## src/rtl/keymem_pkg.sv

```systemverilog
// Shared definitions for the key-memory arbiter: state encoding and key/id widths.
package keymem_pkg;

  localparam int KEY_W = 256;
  localparam int ID_W  = 32;

  typedef enum logic [1:0] {
    ST_IDLE  = 2'd0,
    ST_REQ   = 2'd1,
    ST_RESP  = 2'd2,
    ST_DRAIN = 2'd3
  } km_state_t;

  // Index width for a requester vector; a single requester still needs one bit.
  function automatic int idx_width(input int n);
    return (n > 1) ? $clog2(n) : 1;
  endfunction

endpackage

```

## src/rtl/rr_arbiter.sv

```systemverilog
// Round-robin requester selection: searches upward from last_grant+1, wrapping at NUM_REQ.
module rr_arbiter
  import keymem_pkg::*;
#(
  parameter int NUM_REQ = 4,
  parameter int IDX_W   = idx_width(NUM_REQ)
) (
  input  logic [NUM_REQ-1:0] req,
  input  logic [IDX_W-1:0]   last_grant,
  output logic [NUM_REQ-1:0] grant,
  output logic [IDX_W-1:0]   grant_idx,
  output logic               grant_vld
);

  logic [IDX_W-1:0] cand;

  always_comb begin
    grant     = '0;
    grant_idx = '0;
    grant_vld = 1'b0;
    cand      = '0;
    for (int k = 1; k <= NUM_REQ; k++) begin
      cand = IDX_W'((int'(last_grant) + k) % NUM_REQ);
      if (!grant_vld && req[cand]) begin
        grant_vld   = 1'b1;
        grant[cand] = 1'b1;
        grant_idx   = cand;
      end
    end
  end

endmodule

```

## src/rtl/keymem_arbiter.sv

```systemverilog
// Arbitrates NUM_REQ key requesters onto the single keymem_top request port,
// with a per-transaction ack timeout and a saturating abort counter.
module keymem_arbiter
  import keymem_pkg::*;
#(
  parameter int          NUM_REQ        = 4,
  parameter logic [15:0] TIMEOUT_CYCLES = 16'd1024
) (
  input  logic                    key_clk,
  input  logic                    key_aresetn,
  input  logic [NUM_REQ-1:0]      req_key_req,
  input  logic [NUM_REQ*ID_W-1:0] req_key_id,
  output logic [NUM_REQ-1:0]      req_key_ack,
  output logic                    req_key_err,
  output logic [KEY_W-1:0]        req_key,
  output logic                    mem_key_req,
  output logic [ID_W-1:0]         mem_key_id,
  input  logic                    mem_key_ack,
  input  logic [KEY_W-1:0]        mem_key,
  output logic [15:0]             timeout_count
);

  localparam int IDX_W = idx_width(NUM_REQ);

  km_state_t          state;
  logic [IDX_W-1:0]   last_grant;
  logic [IDX_W-1:0]   grant_idx;
  logic [NUM_REQ-1:0] grant_oh;
  logic [15:0]        tmo_cnt;

  logic [NUM_REQ-1:0] arb_oh;
  logic [IDX_W-1:0]   arb_idx;
  logic               arb_vld;

  function automatic logic [15:0] sat_inc(input logic [15:0] v);
    return (v == 16'hFFFF) ? v : v + 16'd1;
  endfunction

  rr_arbiter #(
    .NUM_REQ (NUM_REQ),
    .IDX_W   (IDX_W)
  ) u_rr_arbiter (
    .req        (req_key_req),
    .last_grant (last_grant),
    .grant      (arb_oh),
    .grant_idx  (arb_idx),
    .grant_vld  (arb_vld)
  );

  always_ff @(posedge key_clk or negedge key_aresetn) begin
    if (!key_aresetn) begin
      state         <= ST_IDLE;
      last_grant    <= IDX_W'(NUM_REQ - 1);
      grant_idx     <= '0;
      grant_oh      <= '0;
      tmo_cnt       <= '0;
      timeout_count <= '0;
      mem_key_req   <= 1'b0;
      mem_key_id    <= '0;
      req_key_ack   <= '0;
      req_key_err   <= 1'b0;
      req_key       <= '0;
    end else begin
      unique case (state)
        ST_IDLE: begin
          if (arb_vld) begin
            grant_idx   <= arb_idx;
            grant_oh    <= arb_oh;
            last_grant  <= arb_idx;
            mem_key_id  <= req_key_id[arb_idx*ID_W +: ID_W];
            mem_key_req <= 1'b1;
            tmo_cnt     <= '0;
            state       <= ST_REQ;
          end
        end
        ST_REQ: begin
          // An ack arriving on the final timeout cycle still completes cleanly.
          if (mem_key_ack) begin
            req_key     <= mem_key;
            req_key_err <= 1'b0;
            req_key_ack <= grant_oh;
            mem_key_req <= 1'b0;
            mem_key_id  <= '0;
            state       <= ST_RESP;
          end else if (tmo_cnt == TIMEOUT_CYCLES - 16'd1) begin
            req_key       <= '0;
            req_key_err   <= 1'b1;
            req_key_ack   <= grant_oh;
            timeout_count <= sat_inc(timeout_count);
            mem_key_req   <= 1'b0;
            mem_key_id    <= '0;
            state         <= ST_RESP;
          end else begin
            tmo_cnt <= tmo_cnt + 16'd1;
          end
        end
        ST_RESP: begin
          // Key material is wiped after its single ack cycle.
          req_key_ack <= '0;
          req_key     <= '0;
          req_key_err <= 1'b0;
          state       <= ST_DRAIN;
        end
        ST_DRAIN: begin
          if (!req_key_req[grant_idx]) state <= ST_IDLE;
        end
        default: state <= ST_IDLE;
      endcase
    end
  end

endmodule

```

## config.mk

```make
export PLATFORM = sky130hd
export DESIGN_NAME = keymem_arbiter
export DESIGN_NICKNAME = d
export VERILOG_FILES = /design/src/rtl/keymem_pkg.sv /design/src/rtl/rr_arbiter.sv /design/src/rtl/keymem_arbiter.sv
export SDC_FILE = /design/constraint.sdc
export NUM_CORES = 1
export LEC_CHECK = 0
export ABC_AREA = 0
export CORE_AREA = 3 3 275 277
export DETAILED_ROUTE_END_ITERATION = 8
export DIE_AREA = 0 0 278 280
export PLACE_DENSITY = 0.52
export SYNTH_ARGS = -nofsm -noshare
export SYNTH_HDL_FRONTEND = slang
export SYNTH_SLANG_ARGS = --single-unit
```

## constraint.sdc

```tcl
create_clock -name key_clk -period 4.1 [get_ports key_clk]
set_clock_uncertainty 0.2 [all_clocks]
set_input_delay 0.82 -clock key_clk [delete_from_list [all_inputs] [get_ports key_clk]]
set_output_delay 0.82 -clock key_clk [all_outputs]
set_load 0.05 [all_outputs]
```

Word level (Yosys, flattened, before mapping)
Cells that the tools add are included.
Widths: inputs -> output; s select.
{"block": "op_classes", "addsub": 6, "magnitude_cmp": 9, "n_eq_ne": 10, "shifts": 1, "muxes": 56, "bitwise_logic": 5, "reduce_logical": 19}
{"op": "$mux 256", "count": 2}
{"op": "$pmux 256 s2", "count": 1}
{"op": "$shiftx 128x8->32", "count": 1}
{"op": "$mux 32", "count": 3}
{"op": "$pmux 32 s2", "count": 1}
{"op": "$mux 16", "count": 3}
{"op": "$add 16x1->16 const B", "count": 2}
{"op": "$pmux 16 s2", "count": 1}
{"op": "$mux 4", "count": 6}
{"op": "$mux 1", "count": 18}
{"op": "$eq 16x10->1 const B", "count": 1}
{"op": "$eq 16x16->1 const B", "count": 1}
{"op": "$mux 2", "count": 8}
{"op": "$lt 2x3->1 const B", "count": 5}
{"op": "$or 4x4->4", "count": 3}
{"op": "$bmux 1 s2", "count": 5}
{"op": "$demux 1 s2", "count": 4}
{"op": "$ge 2x1->1 const B", "count": 4}
{"op": "$ne 2x2->1 const B", "count": 4}
{"op": "$pmux 2 s4", "count": 1}
{"op": "$pmux 4 s2", "count": 1}
{"op": "$reduce_and 4->1", "count": 2}
{"op": "$logic_and 1x1->1", "count": 7}
{"op": "$reduce_and 3->1", "count": 2}
{"op": "other kinds (11)", "count": 20}
{"block": "word_totals", "register_bits": 336, "inputBits": 391, "out_inout_bits": 310, "word_cells": 117}

Depth between registers and ports, before layout
{"block": "depth", "ltp_word": 16, "mapped_depth": 12, "depth_no_buf": 8}

Hierarchy
Synthesis repeated with hierarchy kept, for this count alone.
{"block": "hier_totals", "cells_unflattened": 1564, "hier_area_um2": 15006.9}
{"module": "keymem_arbiter", "n_inst": 1, "cells_each": 1478, "area_per_inst_um2": 14377.5}
{"module": "rr_arbiter", "n_inst": 1, "cells_each": 86, "area_per_inst_um2": 629.4}

Worst setup path after synthesis
OpenSTA, ideal clock, no wires.
{"block": "synth_timing", "kind": "reg-to-reg", "startpoint": "register last_grant[1]", "endpoint": "register mem_key_id[23]", "arrival_time_ns": 3.025, "slack_ns": 0.751, "path_stages_with_launch": 12, "path_buffers": 3, "synth_period_minus_slack_ns": 3.349, "cell_sequence": "dfstp_2 > clkbuf_1 > inv_1 > ha_1 > mux4_2 > a211o_1 > a21o_1 > buf_6 > buf_6 > nor2_1 > nor3_1 > a211o_1"}
{"block": "synth_via", "elab_chain_cells": 16}
{"item": "start, declared", "line": "keymem_arbiter.sv:26", "rtl": "logic [IDX_W-1:0] last_grant;"}
{"item": "start signal, assigned", "line": "keymem_arbiter.sv:53", "rtl": "last_grant <= IDX_W'(NUM_REQ - 1);"}
{"item": "start signal, assigned", "line": "keymem_arbiter.sv:69", "rtl": "last_grant <= arb_idx;"}
{"item": "$add 2x1->2", "line": "rr_arbiter.sv:23", "rtl": "cand = IDX_W'((int'(last_grant) + k) % NUM_REQ);"}
{"item": "$bmux 1 s2", "line": "rr_arbiter.sv:24", "rtl": "if (!grant_vld && req[cand]) begin"}
{"item": "$mux 1 (not written as such)", "line": "rr_arbiter.sv:24"}
{"item": "$mux 1", "line": "rr_arbiter.sv:24"}
{"item": "$logic_not 1->1", "line": "rr_arbiter.sv:24"}
{"item": "$logic_and 1x1->1", "line": "rr_arbiter.sv:24"}
{"item": "$mux 1", "line": "rr_arbiter.sv:24"}
{"item": "$logic_not 1->1", "line": "rr_arbiter.sv:24"}
{"item": "$logic_and 1x1->1", "line": "rr_arbiter.sv:24"}
{"item": "$mux 1", "line": "rr_arbiter.sv:24"}
{"item": "$logic_not 1->1", "line": "rr_arbiter.sv:24"}
{"item": "$logic_and 1x1->1", "line": "rr_arbiter.sv:24"}
{"item": "$mux 2", "line": "rr_arbiter.sv:24"}
{"item": "$shiftx 128x8->32", "line": "keymem_arbiter.sv:70", "rtl": "mem_key_id <= req_key_id[arb_idx*ID_W +: ID_W];"}
{"item": "$mux 32", "line": "keymem_arbiter.sv:66", "rtl": "if (arb_vld) begin"}
{"item": "$pmux 32 s2", "line": "keymem_arbiter.sv:64", "rtl": "unique case (state)"}
{"item": "end signal, assigned", "line": "keymem_arbiter.sv:70"}
{"item": "end, declared", "line": "keymem_arbiter.sv:17", "rtl": "output logic [ID_W-1:0] mem_key_id,"}
Parallel ways exist; a longest one is shown, timed or not. The select of a mux whose other input is x is not followed.
A chain may end at the register's enable or synchronous reset.

Worst setup path after layout
{"block": "layout_timing", "startpoint": "register last_grant[0]", "endpoint": "register mem_key_id[11]"}
The elaborated chain is that of the path after synthesis.

==> metrics.cfg <==
[floorplan]
initial_utilization=0.2064
io_pins=701
dieWidth_um=278
placeableCoreArea_um2=73080
die-height_um=280
dieArea_um2=77840
placementRows=99

[placed_design]
gpl.final_weighted_congestion=0.8570
placed_cell_area_um2=22960
hpwl_mm=42.87
place.port_buffers=700
dpl_worst_slack_ns=0.3032

[power_and_ir_drop]
combinationalPowerShare=0.530
peakVddDrop_mv=0.5724
cellInternalPower_uw=9966
p_clk_frac=0.213
power-per-cell-area_nw_per_um2=776.4
switching_share=0.4760
seq_power_share=0.257
power.leakage_uw=0.01040
total_switching_power_uw=9052

[run]
max_capacitance_violation_total=0

[clock_network]
cts_setup_buffers=0
clock_tree.root_cell=clkbuf_16
post_cts_resize_count=0
clkTransAtPathRegs_ns=0.06
htree_levels=2
tritoncts_clock_tree=yes
clkSinkCount=336
cts_made_buffers=43
worst_skew_pair.late_latency_ns=0.56
cts_max_path_buffers=3
cts_hold_buf=0

[routing]
vias=14280
finalWirelength_mm=58.59
route.antenna.remaining_nets=0
drt_iter0_markers=679
drtPass1Iterations=5
detail_route.wl_per_cell_um=17.55
route.detailed.vias_per_inst=4.275
route.detailed.drc=0

[final_layout]
mostFrequentLayoutCells=clkdlybuf4s50_1 (699), nand2_1 (603), dfrtp_1 (334)
postLayoutCoreUtil=0.3352
stdcell_area_um2=24500
layout-drive-gt1-share=0.05261
nNetsFinal=2747
final_common_cell=clkdlybuf4s50_1
synthToLayoutAreaGrowth_pct=62.37

[critical_path]
reg2reg_to=mem_key_id[11]$_DFFE_PN0P_
critical_path_peak_fanout=30
critical_path.endpoint_type=register
timing.critical_path.arrival_ns=3.91
critPathLaunchType=register
timing.reg2reg.worst_path_depth=9
r2r_slack_ns=0.44
r2r_start=last_grant[0]$_DFFE_PN1P_
worstSetupStartpoint=last_grant[0]$_DFFE_PN1P_
timing.critical_path.required_ns=4.35
ws_path_type=reg -> reg

[synthesis]
synth-seq-cells=336
netlist_instances=1693
net_count_after_synthesis=2098
synthesis.yosys.warnings=0
synth_flop_cell=dfrtp_1
yosysUniqueCellTypes=51
postSynth.asyncResetShare=1.000
synth.cell_area_um2=15090
avgSynthCellArea_um2=8.911
synth_seq_area_share=0.5575
synth_enable_flop_cells=0

[timing]
max_slew_violations=0
timing.final.ws_setup_ns=0.4379
setup_total_negative_slack_ns=0
timing.final.setup_violations=0
finalHoldViolations=0
timing.final.crit_share=0.8932
final.hold.worst_slack_ns=0.1219
fmax_ghz=0.2731
worstMarginPinSlew_ns=0.8405
rsz_0062_raised_after_global_routing=false
worst_relative_slew_slack=0.4397
final.min_clock_period_ns=3.662

[global_route]
total_routing_usage_reported_by_global_routing=0.1444
grt_remaining_overflow=0
initial_antenna_violation_count=5
grt_first_pass_wirelength_mm=89.22
first_global_vias=14830
grt_start_max_net_pins=172

[hold_path]
timing.hold.worst.class=in -> async

[outcome]
status=completed

==> metrics by stage <==
stage | total power, µW | cells
finish | 19020 | 3339
global route | 20210 | 3339
CTS | 19300 | 3335
detailed placement | 15110 | 3256
global placement | 14940 | 3256
floorplan | 11860 | 1693
==> registers in the layout, summed over array words and instances (netlist names) <==
name,count
grant_oh,4
mem_key_req,1
req_key_err,1
req_key,256
grant_idx,2
state,2
timeout_count,16
mem_key_id,32
tmo_cnt,16
req_key_ack,4
last_grant,2
==> worst max path at each step <==
stage                                 endpoint  cells past startpoint
floorplan           mem_key_id[23]$_DFFE_PN0P_                     11
global placement    mem_key_id[26]$_DFFE_PN0P_                      8
detailed placement  mem_key_id[10]$_DFFE_PN0P_                      8
CTS                 mem_key_id[10]$_DFFE_PN0P_                      9
global route        mem_key_id[21]$_DFFE_PN0P_                      9
finish              mem_key_id[11]$_DFFE_PN0P_                      9
==> synth_stat cells (7+ instances only) <==
| master | count | area share |
|---|---|---|
| a2111oi_2 | 7 | 0.0070 |
| a211o_1 | 33 | 0.019 |
| a21oi_1 | 44 | 0.015 |
| buf_2 | 24 | 0.0080 |
| buf_6 | 25 | 0.019 |
| clkbuf_1 | 74 | 0.018 |
| dfrtp_1 | 334 | 0.55 |
| ha_1 | 14 | 0.012 |
| inv_1 | 12 | 0.0030 |
| nand2_1 | 603 | 0.15 |
| nand3_1 | 12 | 0.0040 |
| nand4_1 | 10 | 0.0041 |
| nor2_1 | 87 | 0.022 |
| nor3_1 | 38 | 0.013 |
| o21ai_0 | 96 | 0.032 |
| o21ai_1 | 181 | 0.060 |
| xnor2_1 | 20 | 0.012 |
==> cells by family (layout without fill, tap and decap cells) <==
kind of cell    after synthesis  in the layout  synth area share
mux                          11             11           0.01003
compound gates              393            393            0.1507
fa+ha+maj                    14             14           0.01161
xor+xnor                     26             26           0.01509
flops                       336            336            0.5575
buf+inv                     136            819           0.04852
other cells                   0              4                 0
simple gates                777            777            0.2066
==> power groups by stage <==
stage / Combinational, µW / Sequential [µW] / Clock (µW)
final: 10100 / 4880 / 4060
after global routing: 10800 / 5010 / 4350
after detailed placement: 10200 / 4930 / 0
after CTS: 10200 / 4890 / 4210
after global placement: 10100 / 4890 / 0
after floorplan: 4010 / 7850 / 0
==> critical path, cell delays in order, from the launching register on <==
cell     delay [ns]
dfstp_2        0.71
inv_1          0.21
ha_1           0.43
mux4_2         0.54
a211o_1        0.33
a21o_2         0.38
buf_12         0.25
nor2_1         0.14
nor3_1         0.07
a211o_1        0.27
==> per-layer routing <==
| metal | GRT usage | vias to the layer above | part of all wire |
|---|---|---|---|
| li1 | - | 6907 | - |
| met1 | 0.1633 | 6822 | 0.39 |
| met2 | 0.2602 | 459 | 0.52 |
| met3 | 0.04302 | 87 | 0.070 |
| met4 | 0.04697 | 0 | 0.027 |
| met5 | 0 | - | 0 |
==> layout make-up <==
type / count / area, µm²
Clock inverter: 15 / 247.7
Timing Repair Buffer: 728 / 7347
Multi-Input combinational cell: 1221 / 5961
Clock buffer: 64 / 1275
Inverter: 12 / 45.04
Antenna cell: 4 / 10.01
Fill cell: 7526 / 48590
Sequential cell: 336 / 8411
Tap cell: 959 / 1200
No activity file was read; power rests on OpenSTA's default activity.
